===== src/rtl/mc_req_queue.sv =====
// Per-MC-port request queue: buffers ld/st requests, re-encodes them for the MC, and sequences write flushes.
// Define MC_REQ_STATS_EN to add saturating ld/st/stall statistics counters.
module mc_req_queue #(
  parameter int DEPTH       = 16,
  parameter int AFULL_SLACK = 4
) (
  input  logic        clk_i,
  input  logic        reset_i,
  input  logic        req_ld_i,
  input  logic        req_st_i,
  input  logic [63:0] req_wrd_rdctl_i,
  input  logic [47:0] req_vadr_i,
  input  logic [1:0]  req_size_i,
  input  logic        req_flush_i,
  output logic        req_stall_o,
  output logic        mc_rq_vld_o,
  output logic [2:0]  mc_rq_cmd_o,
  output logic [3:0]  mc_rq_sub_o,
  output logic [1:0]  mc_rq_len_o,
  output logic [47:0] mc_rq_vadr_o,
  output logic [31:0] mc_rq_rtnctl_o,
  output logic [63:0] mc_rq_data_o,
  output logic        mc_rq_flush_o,
  input  logic        mc_rq_stall_i,
  input  logic        mc_rs_flush_cmplt_i,
  output logic        flush_done_o,
  output logic        idle_o,
  output logic        err_ovf_o
`ifdef MC_REQ_STATS_EN
  ,
  output logic [31:0] stat_ld_cnt_o,
  output logic [31:0] stat_st_cnt_o,
  output logic [31:0] stat_stall_cyc_o
`endif
);

  localparam int AW = $clog2(DEPTH);
  localparam logic [AW:0] FULL_CNT = (AW+1)'(DEPTH);
  localparam logic [AW:0] AFULL_CNT = (AW+1)'(DEPTH - AFULL_SLACK);

  typedef struct packed {
    logic        is_st;
    logic [63:0] data;
    logic [47:0] vadr;
    logic [1:0]  len;
  } entry_t;

  typedef enum logic [2:0] {S_IDLE, S_DRAIN, S_FLUSH, S_WAIT, S_DONE} fl_state_e;

  entry_t          mem_q [DEPTH];
  entry_t          head;
  logic [AW-1:0]   wr_ptr_q, rd_ptr_q;
  logic [AW:0]     count_q, count_d;
  fl_state_e       state_q, state_d;

  logic            push_req, both_req, full, pop, push;
  logic            req_stall_q, err_ovf_q;
  logic            vld_q;
  logic [2:0]      cmd_q;
  logic [1:0]      len_q;
  logic [47:0]     vadr_q;
  logic [31:0]     rtnctl_q;
  logic [63:0]     data_q;

  assign push_req = req_ld_i ^ req_st_i;
  assign both_req = req_ld_i & req_st_i;
  assign full     = (count_q == FULL_CNT);
  // Pops are frozen once the flush has been handed to the MC so nothing overtakes it.
  assign pop      = (count_q != '0) && !mc_rq_stall_i &&
                    ((state_q == S_IDLE) || (state_q == S_DRAIN));
  assign push     = push_req && (!full || pop);
  assign count_d  = count_q + (AW+1)'(push) - (AW+1)'(pop);
  assign head     = mem_q[rd_ptr_q];

  always_comb begin
    state_d = state_q;
    case (state_q)
      S_IDLE:  if (req_flush_i) state_d = S_DRAIN;
      S_DRAIN: if ((count_q == '0) && !vld_q) state_d = S_FLUSH;
      S_FLUSH: if (!mc_rq_stall_i) state_d = S_WAIT;
      S_WAIT:  if (mc_rs_flush_cmplt_i) state_d = S_DONE;
      S_DONE:  state_d = S_IDLE;
      default: state_d = S_IDLE;
    endcase
  end

  always_ff @(posedge clk_i) begin
    if (push) mem_q[wr_ptr_q] <= '{is_st: req_st_i, data: req_wrd_rdctl_i,
                                   vadr: req_vadr_i, len: req_size_i};
  end

  always_ff @(posedge clk_i) begin
    if (reset_i) begin
      wr_ptr_q    <= '0;
      rd_ptr_q    <= '0;
      count_q     <= '0;
      state_q     <= S_IDLE;
      req_stall_q <= 1'b0;
      err_ovf_q   <= 1'b0;
      vld_q       <= 1'b0;
      cmd_q       <= '0;
      len_q       <= '0;
      vadr_q      <= '0;
      rtnctl_q    <= '0;
      data_q      <= '0;
    end else begin
      if (push) wr_ptr_q <= wr_ptr_q + 1'b1;
      if (pop)  rd_ptr_q <= rd_ptr_q + 1'b1;
      count_q     <= count_d;
      state_q     <= state_d;
      req_stall_q <= (count_d >= AFULL_CNT) || (state_d != S_IDLE);
      if (both_req || (push_req && full && !pop)) err_ovf_q <= 1'b1;
      // Output fields are zeroed on non-pop cycles so cmd reads 0 when idle.
      vld_q    <= pop;
      cmd_q    <= !pop ? 3'd0 : (head.is_st ? 3'd2 : 3'd1);
      len_q    <= pop ? head.len : 2'd0;
      vadr_q   <= pop ? head.vadr : 48'd0;
      rtnctl_q <= (pop && !head.is_st) ? head.data[31:0] : 32'd0;
      data_q   <= (pop && head.is_st) ? head.data : 64'd0;
    end
  end

  assign req_stall_o    = req_stall_q;
  assign mc_rq_vld_o    = vld_q;
  assign mc_rq_cmd_o    = cmd_q;
  assign mc_rq_sub_o    = 4'd0;
  assign mc_rq_len_o    = len_q;
  assign mc_rq_vadr_o   = vadr_q;
  assign mc_rq_rtnctl_o = rtnctl_q;
  assign mc_rq_data_o   = data_q;
  assign mc_rq_flush_o  = (state_q == S_FLUSH) && !mc_rq_stall_i;
  assign flush_done_o   = (state_q == S_DONE);
  assign idle_o         = (count_q == '0) && !vld_q && (state_q == S_IDLE);
  assign err_ovf_o      = err_ovf_q;

`ifdef MC_REQ_STATS_EN
  logic [31:0] stat_ld_q, stat_st_q, stat_stall_q;

  always_ff @(posedge clk_i) begin
    if (reset_i) begin
      stat_ld_q    <= '0;
      stat_st_q    <= '0;
      stat_stall_q <= '0;
    end else begin
      if (pop && !head.is_st && (stat_ld_q != '1)) stat_ld_q <= stat_ld_q + 1'b1;
      if (pop && head.is_st && (stat_st_q != '1))  stat_st_q <= stat_st_q + 1'b1;
      if (mc_rq_stall_i && (count_q != '0) && (stat_stall_q != '1))
        stat_stall_q <= stat_stall_q + 1'b1;
    end
  end

  assign stat_ld_cnt_o    = stat_ld_q;
  assign stat_st_cnt_o    = stat_st_q;
  assign stat_stall_cyc_o = stat_stall_q;
`endif

endmodule


===== config.mk =====
export PLATFORM = sky130hd
export DESIGN_NAME = mc_req_queue
export DESIGN_NICKNAME = d
export VERILOG_FILES = /design/src/rtl/mc_req_queue.sv
export SDC_FILE = /design/constraint.sdc
export NUM_CORES = 1
export LEC_CHECK = 0
export BUFFER_PORTS_ARGS = -buffer_cell sky130_fd_sc_hd__buf_2
export CORE_ASPECT_RATIO = 2
export CORE_MARGIN = 2
export CORE_UTILIZATION = 40
export CTS_BUF_LIST = sky130_fd_sc_hd__clkbuf_4 sky130_fd_sc_hd__clkbuf_8 sky130_fd_sc_hd__clkbuf_16
export DETAILED_ROUTE_END_ITERATION = 10
export GPL_TIMING_DRIVEN = 0
export PLACE_DENSITY = 0.63
export SETUP_SLACK_MARGIN = 0.4
export SLEW_MARGIN = 10
export SYNTH_ARGS = -nofsm -noshare
export SYNTH_HDL_FRONTEND = slang
export SYNTH_SLANG_ARGS = --single-unit

===== constraint.sdc =====
create_clock -name clk_i -period 12.76 [get_ports clk_i]
set_clock_uncertainty 0.2 [all_clocks]
set_input_delay 0 -clock clk_i [delete_from_list [all_inputs] [get_ports clk_i]]
set_output_delay 0 -clock clk_i [all_outputs]
set_load 0.05 [all_outputs]

==> results of run 1 <==
-- what timing repair did --
item                                   in CTS  in global routing
resized for setup                           0                  0
endpoints found under the hold margin    1875                  0
hold buffers                              245                  0
-- cells in the final DEF (no fill, tap or decap), types with 32 or more instances in the layout --
master         count
edfxtp_1        1840
o22ai_1           50
a22oi_1           64
mux4_2           460
dlygate4sd3_1    245
a21oi_1           39
buf_12            56
mux2i_1          102
clkbuf_1          66
clkbuf_4          32
clkbuf_16        186
buf_4             57
a22o_1            62
buf_2            337
dfxtp_1          171
nor2_1           109
-- per-stage QoR --
stage	hold WS, ps	utilization (%)
after floorplan	-116	-
after global placement	79.1	42.6
after detailed placement	77.3	44.1
after CTS	77.0	48.7
after global routing	157	48.7
final	124	48.7
-- routing by layer --
layer  vias up  part of all wire, %  track usage (%)
li1      15100                    -                -
met1     19300                   39             25.0
met2      1246                   53             35.9
met3       335                  5.4             2.82
met4        24                  3.0             6.46
met5         -                0.087                0
-- power groups by stage --
stage,Sequential [mW],Combinational (mW),Clock (mW)
2_1_floorplan,8.05,1.74,0
3_3_place_gp,7.81,2.95,0
3_5_place_dp,7.70,3.05,0
4_1_cts,7.56,3.12,5.65
5_1_grt,7.57,3.25,5.86
6_report,7.55,3.05,5.53
-- worst paths after layout --
path	start	to	slack [ps]	cells after the start
setup / recovery	mc_rq_stall_i	mem_q[1][15]	8750	12
hold / removal	reset_i	wr_ptr_q[3]	120	4
setup reg to reg	state_q[1]	mem_q[1][15]	8810	10
hold reg to reg	rd_ptr_q[1]	register	310	2
-- cell families after synthesis --
logic type,Yosys count,share of synthesized area [%]
buffers and inverters,190,1.22
xor gates and xnor gates,9,0.107
muxes,565,15.5
and+or+nand+nor,171,1.02
adders and majority gates,13,0.231
other,1,0.00510
AOI/OAI and AO/OA,223,2.18
DFF,2011,79.7
-- area by class of cell --
class	count	area (um2)
well taps	2352	2940
clock buffers	224	4980
fillers	14700	93800
repair buffers	675	6330
plain buffers	174	841
flip-flops and latches	2011	58700
diodes	8	20.0
multi-input cells	986	14200
inverters	16	60.1
clock inverters	97	963
-- critical path, cell delays in order --
cell and delay (ps):
dlygate4sd3_1 540, buf_2 130, dlygate4sd3_1 570, or3_4 420, a31oi_2 440, nand2_1 350, nor3_2 750, buf_6 260
buf_4 220, buf_6 160, buf_4 190, buf_4 220
-- sequential cells by signal (all words and copies together) (netlist names), 3 cells and up, named ones only --
register / cells
mem_q: 1840
mc_rq_rtnctl_o: 32
wr_ptr_q: 4
rd_ptr_q: 4
mc_rq_vadr_o: 48
mc_rq_data_o: 64
state_q: 3
count_q: 5
==> results.sh, run 1 <==
export IMPL_grt_max_degree=22
export IMPL_pwr_share_comb_pct=18.9
export IMPL_num_nets_final=4179
export IMPL_die_width_um=307
export IMPL_slew_headroom_pct=20.0
export IMPL_h_tree_depth=4
export IMPL_totalPowerFinal_mw=16.1
export IMPL_ys_seq_elements=2011
export IMPL_num_rows=222
export IMPL_synth_cell_type_count=47
export IMPL_drc=0
export IMPL_antenna_found_initial=25
export IMPL_netlist_area_leader_share_pct=75.1
export IMPL_yosys_area_top_type="edfxtp_1"
export IMPL_drtIter0Drc=3479
export IMPL_slew_violations=0
export IMPL_power_switching_mw=4.28
export IMPL_worst_setup_path_start_kind="primary input"
export IMPL_antenna_left=0
export IMPL_hold_class="in2reg"
export IMPL_grt_pass1_vias=37600
export IMPL_setup_viol=0
export IMPL_postCtsSetupBuffers=0
export IMPL_fin_cells=6543
export IMPL_grt_total_usage_pct=20.1
export IMPL_ys_flop_type="edfxtp_1"
export IMPL_syn_to_final_growth_pct=20.9
export IMPL_fin_crit_sh_pct=31.4
export IMPL_die_y_um=611
export IMPL_initial_core_util_pct=40.3
export IMPL_synth_most_common_cell="edfxtp_1"
export IMPL_postLayoutSetupSlackWorst_ps=8750
export IMPL_synth_common_cells="edfxtp_1, mux4_2, dfxtp_1, nor2_1, mux2i_1"
export IMPL_dp_cells=5969
export IMPL_gp_congestion=0.725
export IMPL_path_max_fanout=9
export IMPL_p_int_mw=11.9
export IMPL_clock_fmax_mhz=250
export IMPL_sequentialPowerShare_pct=46.8
export IMPL_wl_per_cell_um=28.8
export IMPL_synth_avg_cell_area_um2=23.1
export IMPL_cts_made_buffers=181
export IMPL_period_needed_ps=4010
export IMPL_async_reset_ff_share_pct=0
export IMPL_worstSkewPairLatency_ps=830
export IMPL_synth_edf_count=1840
export IMPL_overflow=0
export IMPL_p_leak_nw=28.6
export IMPL_drv_cap=0
export IMPL_vias_per_cell=5.50
export IMPL_crit_type="in2reg"
export IMPL_synthTopCellsByArea="edfxtp_1, mux4_2, dfxtp_1"
export IMPL_drive_above_1_share_pct=30.8
export IMPL_post_dp_hpwl_um=125000
export IMPL_final_setup_tns_ps=0
export IMPL_clk_pin_slew_ps=70
export IMPL_clockPowerShare_pct=34.3
export IMPL_clock_root_buffer="clkbuf_16"
export IMPL_cp_data_required_time_ps=13040
export IMPL_synthCells=3183
export IMPL_vias=36000
export IMPL_port_buffers=274
export IMPL_coreArea_um2=183000
export IMPL_wl_um=188000
export IMPL_power_density_nw_per_um2=181
export IMPL_rsz0062_at_grt="false"
export IMPL_place_ws_ps=8840
export IMPL_finalHoldViolCount=0
export IMPL_synth_seq_area_share_pct=79.7
export IMPL_yosys_warnings=0
export IMPL_grt_pass1_wl_um=269000
export IMPL_die_area_um2=188000
export IMPL_cts_max_path_buffers=4
export IMPL_fin_area_um2=89000
export IMPL_clkSinkCount=2011
export IMPL_io_pin_count=280
export IMPL_synth_area_um2=73600
export IMPL_worst_endpoint_arrival_ps=4290
export IMPL_post_dp_cell_area_um2=80500
export IMPL_end_kind="register"
export IMPL_tightestPinTransition_ps=1200
export IMPL_switching_share_pct=26.5
export IMPL_outcome="finished, final reports clean"
export IMPL_tritoncts="done"
export IMPL_dr_pass1_iters=7
export IMPL_ir_drop_mv=0.110
(Power assumes the default switching activity.)
==> inputs of run 2 (changes only) <==
- clock period: 12.76 -> 3.99 ns (I/O delays scaled with it)
==> results.sh, run 2 (synthesized netlist as in run 1, its figures left out) <==
export IMPL_worstSkewPairLatency_ps=820
export IMPL_overflow=0
export IMPL_vias_per_cell=5.50
export IMPL_clock_root_buffer="clkbuf_16"
export IMPL_dp_cells=5942
export IMPL_fin_crit_sh_pct=86.7
export IMPL_initial_core_util_pct=40.3
export IMPL_hold_class="in2reg"
export IMPL_port_buffers=274
export IMPL_tightestPinTransition_ps=1240
export IMPL_clk_pin_slew_ps=70
export IMPL_grt_max_degree=23
export IMPL_power_density_nw_per_um2=577
export IMPL_cpPeakStageDelay_ps=680
export IMPL_reg2reg_to="mem_q[3][35]"
export IMPL_slew_headroom_pct=17.4
export IMPL_ff2ff_setup_slack_ps=530
export IMPL_grt_total_usage_pct=20.0
export IMPL_r2r_start="count_q[3]"
export IMPL_crit_type="reg2reg"
export IMPL_cts_made_buffers=180
export IMPL_drv_cap=0
export IMPL_post_dp_hpwl_um=126000
export IMPL_cts_max_path_buffers=4
export IMPL_hold_depth=4
export IMPL_r2r_cells=10
export IMPL_postCtsSetupBuffers=0
export IMPL_path_cells="inv_1 > ha_1 > nor3b_1 > a31oi_4 > nand2_2 > nor3_4 > buf_16 > buf_8 > buf_16 > buf_16"
export IMPL_rsz0062_at_grt="true"
export IMPL_die_width_um=307
export IMPL_drive_above_1_share_pct=30.4
export IMPL_finalHoldViolCount=0
export IMPL_num_rows=222
export IMPL_path_buf_inv=5
export IMPL_end_kind="register"
export IMPL_p_leak_nw=28.5
export IMPL_syn_to_final_growth_pct=21.2
export IMPL_worst_endpoint_arrival_ps=3730
export IMPL_post_dp_cell_area_um2=80800
export IMPL_path_max_fanout=14
export IMPL_gp_congestion=0.739
export IMPL_min_to="count_q[0]"
export IMPL_die_y_um=611
export IMPL_ir_drop_mv=0.328
export IMPL_fin_cells=6521
export IMPL_io_pin_count=280
export IMPL_hp_start="reset_i"
export IMPL_grt_pass1_wl_um=267000
export IMPL_mostFrequentLayoutCell="edfxtp_1"
export IMPL_coreArea_um2=183000
export IMPL_antenna_found_initial=30
export IMPL_drtIter0Drc=3726
export IMPL_path_delay_family="simple AND/OR/NAND/NOR gates"
export IMPL_num_nets_final=4152
export IMPL_slowest_stage="nor3_4"
export IMPL_slew_violations=0
export IMPL_tritoncts="done"
export IMPL_cp_common_cell="buf_16"
export IMPL_dr_pass1_iters=7
export IMPL_period_needed_ps=3460
export IMPL_setup_viol=0
export IMPL_final_setup_tns_ps=0
export IMPL_outcome="finished, final reports clean"
export IMPL_largest_register_ffs=1840
export IMPL_vias=35900
export IMPL_layout_common_cells="edfxtp_1, mux4_2, buf_2"
export IMPL_wl_um=189000
export IMPL_cp_data_required_time_ps=4260
export IMPL_top_register="mem_q"
export IMPL_drc=0
export IMPL_fin_area_um2=89200
export IMPL_worst_setup_path_start_kind="register"
export IMPL_die_area_um2=188000
export IMPL_antenna_left=0
export IMPL_clkSinkCount=2011
export IMPL_totalPowerFinal_mw=51.5
export IMPL_postLayoutSetupSlackWorst_ps=531
export IMPL_h_tree_depth=4
export IMPL_place_ws_ps=345
export IMPL_grt_pass1_vias=37100
export IMPL_wl_per_cell_um=29.0
export IMPL_clock_fmax_mhz=289
==> run 2: cell types whose count changed in the layout (fill, tap and decap cells not counted), sizes merged <==
cell           before  now
clkinv             52   64
dlygate4sd3       245  246
buf               538  510
bufinv             17   15
clkbuf            290  294
clkinvlp           17   10
diode               8   10
inv                27   21
clkdlybuf4s15       0    2
==> run 2: tightest hold or removal path, cell delays in order <==
cell and delay, ps:
dlygate4sd3_1 530, buf_2 150, clkbuf_1 250, nor2b_1 160
==> run 2: power by group <==
part           leakage [nW]  switching (mW)  internal [mW]
clock                  2.90            7.62           9.80
sequential             18.0           0.286           23.9
combinational          7.64            5.74           4.14
total                  28.5            13.6           37.8
==> run 2: cell type report <==
class	count	area, um2
multi-input combinational	986	14200
inverter	16	63.8
antenna	10	25.0
sequential	2011	58700
tap	2352	2940
clock inverter	94	893
timing repair buffer	649	6560
buffer	174	857
fill	14700	93600
clock buffer	229	4960
==> run 2: repair_timing <==
item | in CTS | in global routing
hold buffers | 246 | 0
gates resized for setup | 5 | 6
hold endpoints to repair | 1968 | 0
cloned | 0 | 0
setup endpoints to repair | 11 | 4
==> run 2: worst max-delay path by stage <==
stage,end,slack [ps],startpoint,cells past startpoint
after detailed placement,mc_rq_vadr_o[41],340,register,7
final,mem_q[3][35],530,count_q[3],10
after floorplan,mem_q[3][0],-730,state_q[1],5
after global placement,mem_q[3][17],-4610,count_q[2],6
after global routing,req_stall_o,380,count_q[3],16
after CTS,mc_rq_vadr_o[31],470,register,5
==> run 2: layer usage <==
layer	track usage [%]	routed length (um)	part of all wire, %	vias up
met2	36.0	100000	53	1279
met5	0	206	0.11	-
li1	-	-	-	15100
met3	2.90	10900	5.7	315
met4	6.06	5440	2.9	30
met1	24.9	72400	38	19200
==> run 2: stage by stage <==
step	hold WS [ps]	util [%]
6_report	114	48.8
5_1_grt	180	48.8
4_1_cts	103	48.8
3_5_place_dp	76.4	44.2
3_3_place_gp	79.0	42.7
2_1_floorplan	-116	-
